## src/rtl/ms_stage_pkg.sv

```systemverilog
// Shared definitions for the M2 memory stage: bus widths, mem_inst bit
// indices, the M1->MS bus layout and the pending-data FSM states.
package ms_stage_pkg;

    localparam int M1_MS_BUS_W = 117;
    localparam int MS_WS_BUS_W = 70;

    localparam int MEM_LW  = 0;
    localparam int MEM_LWL = 1;
    localparam int MEM_LB  = 2;
    localparam int MEM_LBU = 3;
    localparam int MEM_LH  = 4;
    localparam int MEM_LHU = 5;
    localparam int MEM_LWR = 6;
    localparam int MEM_SB  = 7;
    localparam int MEM_SH  = 8;
    localparam int MEM_SW  = 9;
    localparam int MEM_SWL = 10;
    localparam int MEM_SWR = 11;

    typedef enum logic [1:0] {
        ST_IDLE = 2'd0,
        ST_WAIT = 2'd1,
        ST_HAVE = 2'd2
    } ms_state_e;

    typedef struct packed {
        logic        store_flow;
        logic        ex;
        logic [31:0] rt_value;
        logic [11:0] mem_inst;
        logic        res_from_mem;
        logic        gr_we;
        logic [4:0]  dest;
        logic [31:0] final_result;
        logic [31:0] pc;
    } m1_bus_t;

    // Flowed stores were already acknowledged upstream; excepted instructions never reach the cache.
    function automatic logic need_ack(input m1_bus_t b);
        return ~b.ex & (b.res_from_mem | ((|b.mem_inst[MEM_SWR:MEM_SB]) & ~b.store_flow));
    endfunction

endpackage

```

## src/rtl/load_align.sv

```systemverilog
// Combinational load data alignment: byte/half select with extension and
// the lwl/lwr merge with the old register value.
module load_align
    import ms_stage_pkg::*;
(
    input  logic [31:0] word,
    input  logic [1:0]  addr,
    input  logic [6:0]  mem_inst,
    input  logic [31:0] rt,
    output logic [31:0] result
);

    logic [3:0][7:0] byte_lane;
    logic [7:0]      sel_byte;
    logic [15:0]     sel_half;

    generate
        for (genvar gi = 0; gi < 4; gi++) begin : g_lane
            assign byte_lane[gi] = word[8*gi +: 8];
        end
    endgenerate

    assign sel_byte = byte_lane[addr];
    assign sel_half = addr[1] ? word[31:16] : word[15:0];

    always_comb begin
        result = word;
        if (mem_inst[MEM_LB]) begin
            result = {{24{sel_byte[7]}}, sel_byte};
        end else if (mem_inst[MEM_LBU]) begin
            result = {24'd0, sel_byte};
        end else if (mem_inst[MEM_LH]) begin
            result = {{16{sel_half[15]}}, sel_half};
        end else if (mem_inst[MEM_LHU]) begin
            result = {16'd0, sel_half};
        end else if (mem_inst[MEM_LWL]) begin
            case (addr)
                2'd0:    result = {word[7:0],  rt[23:0]};
                2'd1:    result = {word[15:0], rt[15:0]};
                2'd2:    result = {word[23:0], rt[7:0]};
                default: result = word;
            endcase
        end else if (mem_inst[MEM_LWR]) begin
            case (addr)
                2'd0:    result = word;
                2'd1:    result = {rt[31:24], word[31:8]};
                2'd2:    result = {rt[31:16], word[31:16]};
                default: result = {rt[31:8],  word[31:24]};
            endcase
        end
    end

endmodule

```

## src/rtl/ms_stage.sv

```systemverilog
// M2 memory stage: holds one instruction, waits for the DCache response,
// aligns load data and forwards the result to WB and ID.
module ms_stage
    import ms_stage_pkg::*;
#(
    parameter int M1_TO_MS_BUS_WD = M1_MS_BUS_W,
    parameter int MS_TO_WS_BUS_WD = MS_WS_BUS_W
) (
    input  logic                       clk,
    input  logic                       resetn,
    input  logic                       ws_allowin,
    output logic                       ms_allowin,
    input  logic                       m1s_to_ms_valid,
    input  logic [M1_TO_MS_BUS_WD-1:0] m1s_to_ms_bus,
    input  logic                       data_data_ok,
    input  logic [31:0]                data_rdata,
    output logic                       ms_to_ws_valid,
    output logic [MS_TO_WS_BUS_WD-1:0] ms_to_ws_bus,
    output logic [4:0]                 MS_dest,
    output logic [31:0]                ms_result,
    output logic                       ms_load_stall
);

    m1_bus_t     bus_in;
    m1_bus_t     bus_reg;
    logic        ms_valid_reg;
    ms_state_e   state_reg, state_next;
    logic [31:0] rdata_buf_reg;

    logic        ms_need_ack;
    logic        ms_ready_go;
    logic        accept;
    logic        mem_valid;
    logic        gr_we_eff;
    logic [31:0] load_word;
    logic [31:0] load_value;

    assign bus_in      = m1_bus_t'(m1s_to_ms_bus);
    assign ms_need_ack = need_ack(bus_reg);
    assign ms_ready_go = ~ms_need_ack
                       | ((state_reg == ST_WAIT) & data_data_ok)
                       | (state_reg == ST_HAVE);
    assign ms_allowin  = ~ms_valid_reg | (ms_ready_go & ws_allowin);
    assign accept      = m1s_to_ms_valid & ms_allowin;

    // Whenever the slot turns over, the state follows the incoming instruction, so no stale HAVE survives.
    always_comb begin
        state_next = state_reg;
        if (ms_allowin) begin
            state_next = (m1s_to_ms_valid && need_ack(bus_in)) ? ST_WAIT : ST_IDLE;
        end else if (state_reg == ST_WAIT && data_data_ok) begin
            state_next = ST_HAVE;
        end
    end

    always_ff @(posedge clk or negedge resetn) begin
        if (!resetn) begin
            state_reg <= ST_IDLE;
        end else begin
            state_reg <= state_next;
        end
    end

    always_ff @(posedge clk or negedge resetn) begin
        if (!resetn) begin
            ms_valid_reg  <= 1'b0;
            bus_reg       <= '0;
            rdata_buf_reg <= 32'd0;
        end else begin
            if (ms_allowin) begin
                ms_valid_reg <= m1s_to_ms_valid;
            end
            if (accept) begin
                bus_reg <= bus_in;
            end
            if (state_reg == ST_WAIT && data_data_ok && !ms_allowin) begin
                rdata_buf_reg <= data_rdata;
            end
        end
    end

    assign load_word = (state_reg == ST_HAVE) ? rdata_buf_reg : data_rdata;

    load_align u_load_align (
        .word     (load_word),
        .addr     (bus_reg.final_result[1:0]),
        .mem_inst (bus_reg.mem_inst[MEM_LWR:MEM_LW]),
        .rt       (bus_reg.rt_value),
        .result   (load_value)
    );

    assign mem_valid      = bus_reg.res_from_mem & ~bus_reg.ex;
    assign gr_we_eff      = bus_reg.gr_we & ~bus_reg.ex;
    assign ms_result      = mem_valid ? load_value : bus_reg.final_result;
    assign ms_to_ws_valid = ms_valid_reg & ms_ready_go;
    assign ms_to_ws_bus   = {gr_we_eff, bus_reg.dest, ms_result, bus_reg.pc};
    assign MS_dest        = (ms_valid_reg & gr_we_eff) ? bus_reg.dest : 5'd0;
    assign ms_load_stall  = ms_valid_reg & mem_valid & ~ms_ready_go;

`ifndef SYNTHESIS
    // A response is only meaningful while an instruction is waiting for it.
    a_data_ok_in_wait : assert property (
        @(posedge clk) disable iff (!resetn) data_data_ok |-> (state_reg == ST_WAIT)
    );
`endif

endmodule
```

## config.mk

```make
export PLATFORM = sky130hd
export DESIGN_NAME = ms_stage
export DESIGN_NICKNAME = d
export VERILOG_FILES = /design/src/rtl/ms_stage_pkg.sv /design/src/rtl/load_align.sv /design/src/rtl/ms_stage.sv
export SDC_FILE = /design/constraint.sdc
export NUM_CORES = 1
export LEC_CHECK = 0
export ABC_AREA = 1
export CORE_UTILIZATION = 45
export CTS_BUF_LIST = sky130_fd_sc_hd__clkbuf_8 sky130_fd_sc_hd__clkbuf_16
export DETAILED_ROUTE_END_ITERATION = 8
export HOLD_SLACK_MARGIN = 0.15
export PLACE_DENSITY_LB_ADDON = 0.05
export SLEW_MARGIN = 10
export SYNTH_ARGS = -nofsm -noshare
export SYNTH_HDL_FRONTEND = slang
export SYNTH_SLANG_ARGS = --single-unit
```

## constraint.sdc

```tcl
create_clock -name clk -period 4.55 [get_ports clk]
set_input_delay 1.365 -clock clk [delete_from_list [all_inputs] [get_ports clk]]
set_output_delay 1.365 -clock clk [all_outputs]
set_load 0.02 [all_outputs]
```

Word-level counts from Yosys, hierarchy flattened
Index checks and enable logic that the tools add are counted.

Register bits after elaboration: 152. Word-level logic and storage cells: 67. Output and inout port bits: 110.

Eq/ne operators: 4. $lt $le $gt $ge: 1. Bitwise operators: 25. Reduce and logical (&&, ||, !) cells: 8. Mux-type cells: 17.

Operator list (number): 2-to-1 mux 32 bit (8); one-hot mux 32 bit (3 select lines) (2); binary-select mux 8 bit (select 2 bit) (1); 2-to-1 mux 16 bit (1); bitwise AND 1 bit (13); OR reduction 5 bit (2); 2-to-1 mux 8 bit (1); inverter 1 bit (7); 2-to-1 mux 5 bit (1); bitwise OR 1 bit (5); == test 2 x 1 -> 1 bit (second input constant) (2); == test 2 bit (second input constant) (2); 2-to-1 mux 2 bit (2); logical AND 1 bit (3); less-than comparator 2 x 3 -> 1 bit (second input constant) (1); zero test 2 bit (1); nonzero test 2 bit (1); zero test 1 bit (1); 2-to-1 mux 1 bit (1).

Depth between registers and ports, before layout
Depth after elaboration: 11. Gate-level depth with buffers: 16. Gate-level depth less buffers: 13.

Cells and area by module
From an unflattened synthesis, not the netlist that was laid out.

Cells, all modules: 1414. Area, all modules: 10138.5 um^2.

By module, submodules not included: ms_stage (cells an instance 850, area an instance 7608.5 um^2, times used 1); load_align (cells an instance 564, area an instance 2529.9 um^2, times used 1).

Worst setup path before layout
Ideal clock, no wire load.

Path type: input to output. Start point: input data_rdata[15]. End point: output ms_to_ws_bus[53]. Slack: 0.420 ns. Buffers on the path: 2. Data arrival time: 2.765 ns. Required time: 3.185 ns. Stages on the path: 10. Path through: inv_1 > nand2_1 > nand3_1 > nand2_1 > inv_1 > a21oi_4 > buf_2 > nand2_1 > a21oi_1 > buf_4.

Cells in the longest elaborated chain, start to end: 6. Elaborated cells on any way between the ends: 8. Those cells by class: mux (8).

Ends and longest elaborated chain: from (decl) (RTL line ms_stage.sv:16) `input logic [31:0] data_rdata,`; 2-to-1 mux 32 bit * (RTL line ms_stage.sv:82) `assign load_word = (state_reg == ST_HAVE) ? rdata_buf_reg : data_rdata;`; 2-to-1 mux 16 bit (RTL line load_align.sv:24) `assign sel_half = addr[1] ? word[31:16] : word[15:0];`; 2-to-1 mux 32 bit (RTL line load_align.sv:32) `end else if (mem_inst[MEM_LH]) begin`; 2-to-1 mux 32 bit (RTL line load_align.sv:30) `end else if (mem_inst[MEM_LBU]) begin`; 2-to-1 mux 32 bit * (RTL line load_align.sv:28) `if (mem_inst[MEM_LB]) begin`; 2-to-1 mux 32 bit * (RTL line ms_stage.sv:94) `assign ms_result = mem_valid ? load_value : bus_reg.final_result;`; to (decl) (RTL line ms_stage.sv:18) `output logic [MS_TO_WS_BUS_WD-1:0] ms_to_ws_bus,`.

Mark *: on every way between the ends. The rest lies on a longest branch, timed or not. The select of a mux whose other input is x is not followed.

Worst setup path after layout
Start point: input data_rdata[23]. End point: output ms_result[15].

Cells in the longest elaborated chain, start to end: 9. Elaborated cells on any way between the ends: 11. Those cells by class: mux (11).

Ends and longest elaborated chain: 2-to-1 mux 32 bit * (RTL line ms_stage.sv:82); one-hot mux 32 bit (3 select lines) (RTL line load_align.sv:44) `case (addr)`; 2-to-1 mux 32 bit (RTL line load_align.sv:43) `end else if (mem_inst[MEM_LWR]) begin`; 2-to-1 mux 32 bit (RTL line load_align.sv:36) `end else if (mem_inst[MEM_LWL]) begin`; 2-to-1 mux 32 bit (RTL line load_align.sv:34) `end else if (mem_inst[MEM_LHU]) begin`; 2-to-1 mux 32 bit (RTL line load_align.sv:32); 2-to-1 mux 32 bit (RTL line load_align.sv:30); 2-to-1 mux 32 bit * (RTL line load_align.sv:28); 2-to-1 mux 32 bit * (RTL line ms_stage.sv:94); to (decl) (RTL line ms_stage.sv:20) `output logic [31:0] ms_result,`.

Marked as above.

==> run_results.csv <==
group,metric,value,unit
setup_path,required,3.18,ns
clock_tree,numClockSinks,151,
detailed_routing,dr_total_vias,10700,
setup_path,critPathBufInv,4,
power,power_density,839,mW/mm^2
run_status,status,"complete, but fails checks",
timing,relSlewSlack,43.6,%
global_routing,gr-usage-met1,41.2,%
placed_design,dp_cells,2005,
clock_tree,clk-insertion-delay-late,0.45,ns
clock_tree,cts.clk_slew.worst_paths,0.08,ns
logic_synthesis,ys_types,28,
detailed_routing,wl_per_cell,17.7,um
timing,slew_violations,0,
timing,tightestPinTransition,0.846,ns
die,die_h,152,um
timing,fmax,220,MHz
power,p_leak,6.57,nW
detailed_routing,drtPass1Iterations,7,
setup_path,startpoint_type,"primary input",
global_routing,grt_usage,31.8,%
timing,period_minus_slack,4.54,ns
clock_tree,clockRootBuffer,"clkbuf_16",
setup_path,endpoint_kind,"primary output",
detailed_routing,drt_iter0_markers,831,
placed_design,port_buffers,262,
logic_synthesis,syn_avg_cell_area,6.47,um^2
timing,fin_ws,0.00934,ns
die,coreArea,0.0220,mm^2
placed_design,place_worst_setup_slack,-0.509,ns
run_status,violations,"DRC",
power,total_power,11.1,mW
timing,hold_viol,0,
setup_path,cpLargestDelayFamily,"buffers and inverters",
timing,rsz0062_at_grt,"true",
layout,nFillCells,2184,
logic_synthesis,syn_nets,1720,
clock_tree,ctsHoldBuffers,0,
global_routing,grt.overflow.total,0,
die,ios,264,
layout,largest_reg_flops,79,
timing,setup_viol,0,
worst_hold_path,hp-class,"reg2reg",
clock_tree,cts_tree,"done",
layout,diodes,0,
job,drv_cap,0,
global_routing,use_met3,7.07,%
timing,period_share,99.8,%
placed_design,hpwl,25800,um
layout,fin_nets,1899,
setup_path,cp_max_fo,24,
layout,area.growth.synth_to_final,31.0,%
logic_synthesis,synthesis.instances,1566,
logic_synthesis,ys_ff_latch,151,
logic_synthesis,yosysWarnings,0,
detailed_routing,drc_errors,20,
setup_path,crit_arrival,3.18,ns
detailed_routing,via_per_inst,5.23,
setup_path,slowest_delay,0.53,ns
setup_path,crit_slowest_cell,"clkdlybuf4s50_1",
global_routing,grt_pass1_vias,10400,
layout,fin_cells,2038,
logic_synthesis,synth.cell_area,0.0101,mm^2
global_routing,grt_pass1_wl,57200,um
global_routing,top_usage_layer,"met2",
die,die_x,152,um
global_routing,grt_max_degree,89,
die,fp.dieArea,0.0231,mm^2
die,start_util,46.1,%
layout,multi_input_area,0.00506,mm^2
clock_tree,htree_levels,4,
clock_tree,clk_path_buf_depth,2,
die,rows,54,
layout,register_area,0.00378,mm^2
global_routing,antenna_found_initial,0,
setup_path,path_cells,"clkdlybuf4s50_1 -> inv_1 -> nand2_1 -> nand3_2 -> nand3_1 -> nand2_2 -> o21ai_4 -> inv_8 -> a21oi_2 -> clkdlybuf4s15_2",
global_routing,use_met2,50.9,%
logic_synthesis,yosysSeqAreaShare,37.3,%
placed_design,gpl.final_weighted_congestion,0.997,
power,peakVddDrop,0.427,mV
timing,clock_skew,0.0210,ns
setup_path,crit_type,"in2out",
detailed_routing,wirelength,36000,um
layout,drive_above_1_share,13.2,%
clock_tree,cts_buffers,17,
detailed_routing,final_antenna_net_count,0,
## stage by stage
step | util (%) | area [um^2] | TNS, ns | hold slack, ns
finish | 60.4 | 13300 | 0 | 0.486
global route | 60.4 | 13300 | -0.662 | 0.509
CTS | 61.0 | 13400 | -0.00526 | 0.485
detailed placement | 57.7 | 12700 | -26.65 | 0.470
global placement | 57.7 | 12700 | -26.08 | 0.460
floorplan | - | 10100 | 0 | 0.444
## metal layers
metal  part of all wire (%)  vias up  wire [um]
met2                     46      436      16500
met1                     43     4898      15400
met4                    3.8        0       1370
met5                      0        -          0
li1                       -     5262          -
met3                    7.8       70       2800
## cells in the final DEF, fill, tap and decap left out
master | netlist | layout
clkbuf_2 | 0 | 7
clkinv_8 | 0 | 7
inv_6 | 0 | 3
buf_4 | 74 | 84
nor3_1 | 1 | 1
clkinv_2 | 0 | 1
nor2_1 | 52 | 51
nand2_2 | 3 | 19
nor2_2 | 1 | 2
nand3_2 | 1 | 4
buf_2 | 25 | 28
a21oi_2 | 0 | 26
o21bai_1 | 1 | 1
clkinv_1 | 2 | 2
nor3_2 | 1 | 1
nand2_1 | 606 | 588
buf_12 | 0 | 6
clkinv_4 | 0 | 2
o21ai_1 | 8 | 11
a31oi_1 | 16 | 16
nand2_4 | 0 | 2
o21ai_0 | 201 | 198
inv_8 | 0 | 3
nand3_1 | 123 | 120
nor3b_1 | 1 | 1
dfrtp_1 | 151 | 151
clkdlybuf4s15_2 | 0 | 6
inv_2 | 5 | 7
nor2_4 | 2 | 2
inv_1 | 121 | 118
clkbuf_16 | 0 | 17
clkdlybuf4s50_1 | 0 | 197
nand3b_1 | 9 | 9
a21oi_1 | 89 | 62
a21oi_4 | 1 | 2
buf_6 | 7 | 1
o21ai_4 | 1 | 2
## report_power, final
group	internal [mW]	leakage [nW]	total (mW)	switching [mW]
Clock	0.744	0.296	1.47	0.728
Combinational	2.52	4.40	7.31	4.79
Sequential	1.97	1.88	2.35	0.380
## area by class of cell
class,instances,area share [%]
Sequential cell,151,28.5
Clock buffer,17,3.21
Timing Repair Buffer,329,22.4
Tap cell,280,2.64
Inverter,128,3.68
Clock inverter,15,1.40
Multi-Input combinational cell,1118,38.2
## worst reg2reg max path, cell delays in order, from the launching register on
cell and delay (ns):
dfrtp_1 0.36, buf_4 0.38, inv_2 0.10, nor2_4 0.23
nor3_2 0.11, nand3_2 0.11, o21ai_4 0.07, buf_4 0.34
nor2_4 0.51, buf_12 0.36, nand2_1 0.27, o21ai_0 0.12
## cells in the mapped netlist
| cell type | instances | area (um^2) |
|---|---|---|
| nor3_1 | 1 | 5.00 |
| a31oi_1 | 16 | 100 |
| nor3_2 | 1 | 10.0 |
| nor2_4 | 2 | 22.5 |
| buf_6 | 7 | 78.8 |
| nand3_1 | 123 | 616 |
| a21oi_4 | 1 | 16.3 |
| buf_1 | 6 | 22.5 |
| o21ai_4 | 1 | 16.3 |
| inv_1 | 121 | 454 |
| dfrtp_1 | 151 | 3780 |
| inv_2 | 5 | 18.8 |
| nand3b_1 | 9 | 67.6 |
| o21ai_1 | 8 | 40.0 |
| nor2_2 | 1 | 6.26 |
| nand2_2 | 3 | 18.8 |
| o21ai_2 | 1 | 8.76 |
| o21bai_1 | 1 | 7.51 |
| nor2_1 | 52 | 195 |
| a21oi_1 | 89 | 445 |
| o21ai_0 | 201 | 1010 |
| nand2_1 | 606 | 2270 |
| nand3_2 | 1 | 10.0 |
| buf_4 | 74 | 556 |
| clkinv_1 | 2 | 7.51 |
| nor3b_1 | 1 | 7.51 |
| clkbuf_1 | 57 | 214 |
| buf_2 | 25 | 125 |
## cell families (layout without fill, tap and decap cells)
logic type / after synthesis / count (layout) / synth area share [%]
simple gates: 800 / 800 / 31.9
compound gates: 318 / 318 / 16.2
buf+inv: 297 / 489 / 14.6
flops: 151 / 151 / 37.3
## path summary, 6_finish.rpt
kind / cells after the start / slack, ns / start / endpoint
setup / recovery: 10 / 0.009 / data_rdata[23] / ms_result[15]
hold reg to reg: 2 / 0.49 / bus_reg[39]$_DFFE_PN0P_ / bus_reg[39]$_DFFE_PN0P_
setup reg to reg: 11 / 1.49 / state_reg[1]$_DFFE_PN0P_ / bus_reg[99]$_DFFE_PN0P_
max in group asynchronous: 2 / 2.72 / resetn / bus_reg[96]$_DFFE_PN0P_
min in group asynchronous: 1 / 0.93 / resetn / rdata_buf_reg[10]$_DFFE_PN0P_
hold / removal: 2 / 0.49 / bus_reg[39]$_DFFE_PN0P_ / bus_reg[39]$_DFFE_PN0P_
## timing repair
item                                    CTS  global route
resized for setup                       216           110
endpoints found under the setup margin   64            63
setup buffers                             0             1
pin swaps                                 1             5
gates cloned                              0             0
Power figures use the tool's default switching activity.
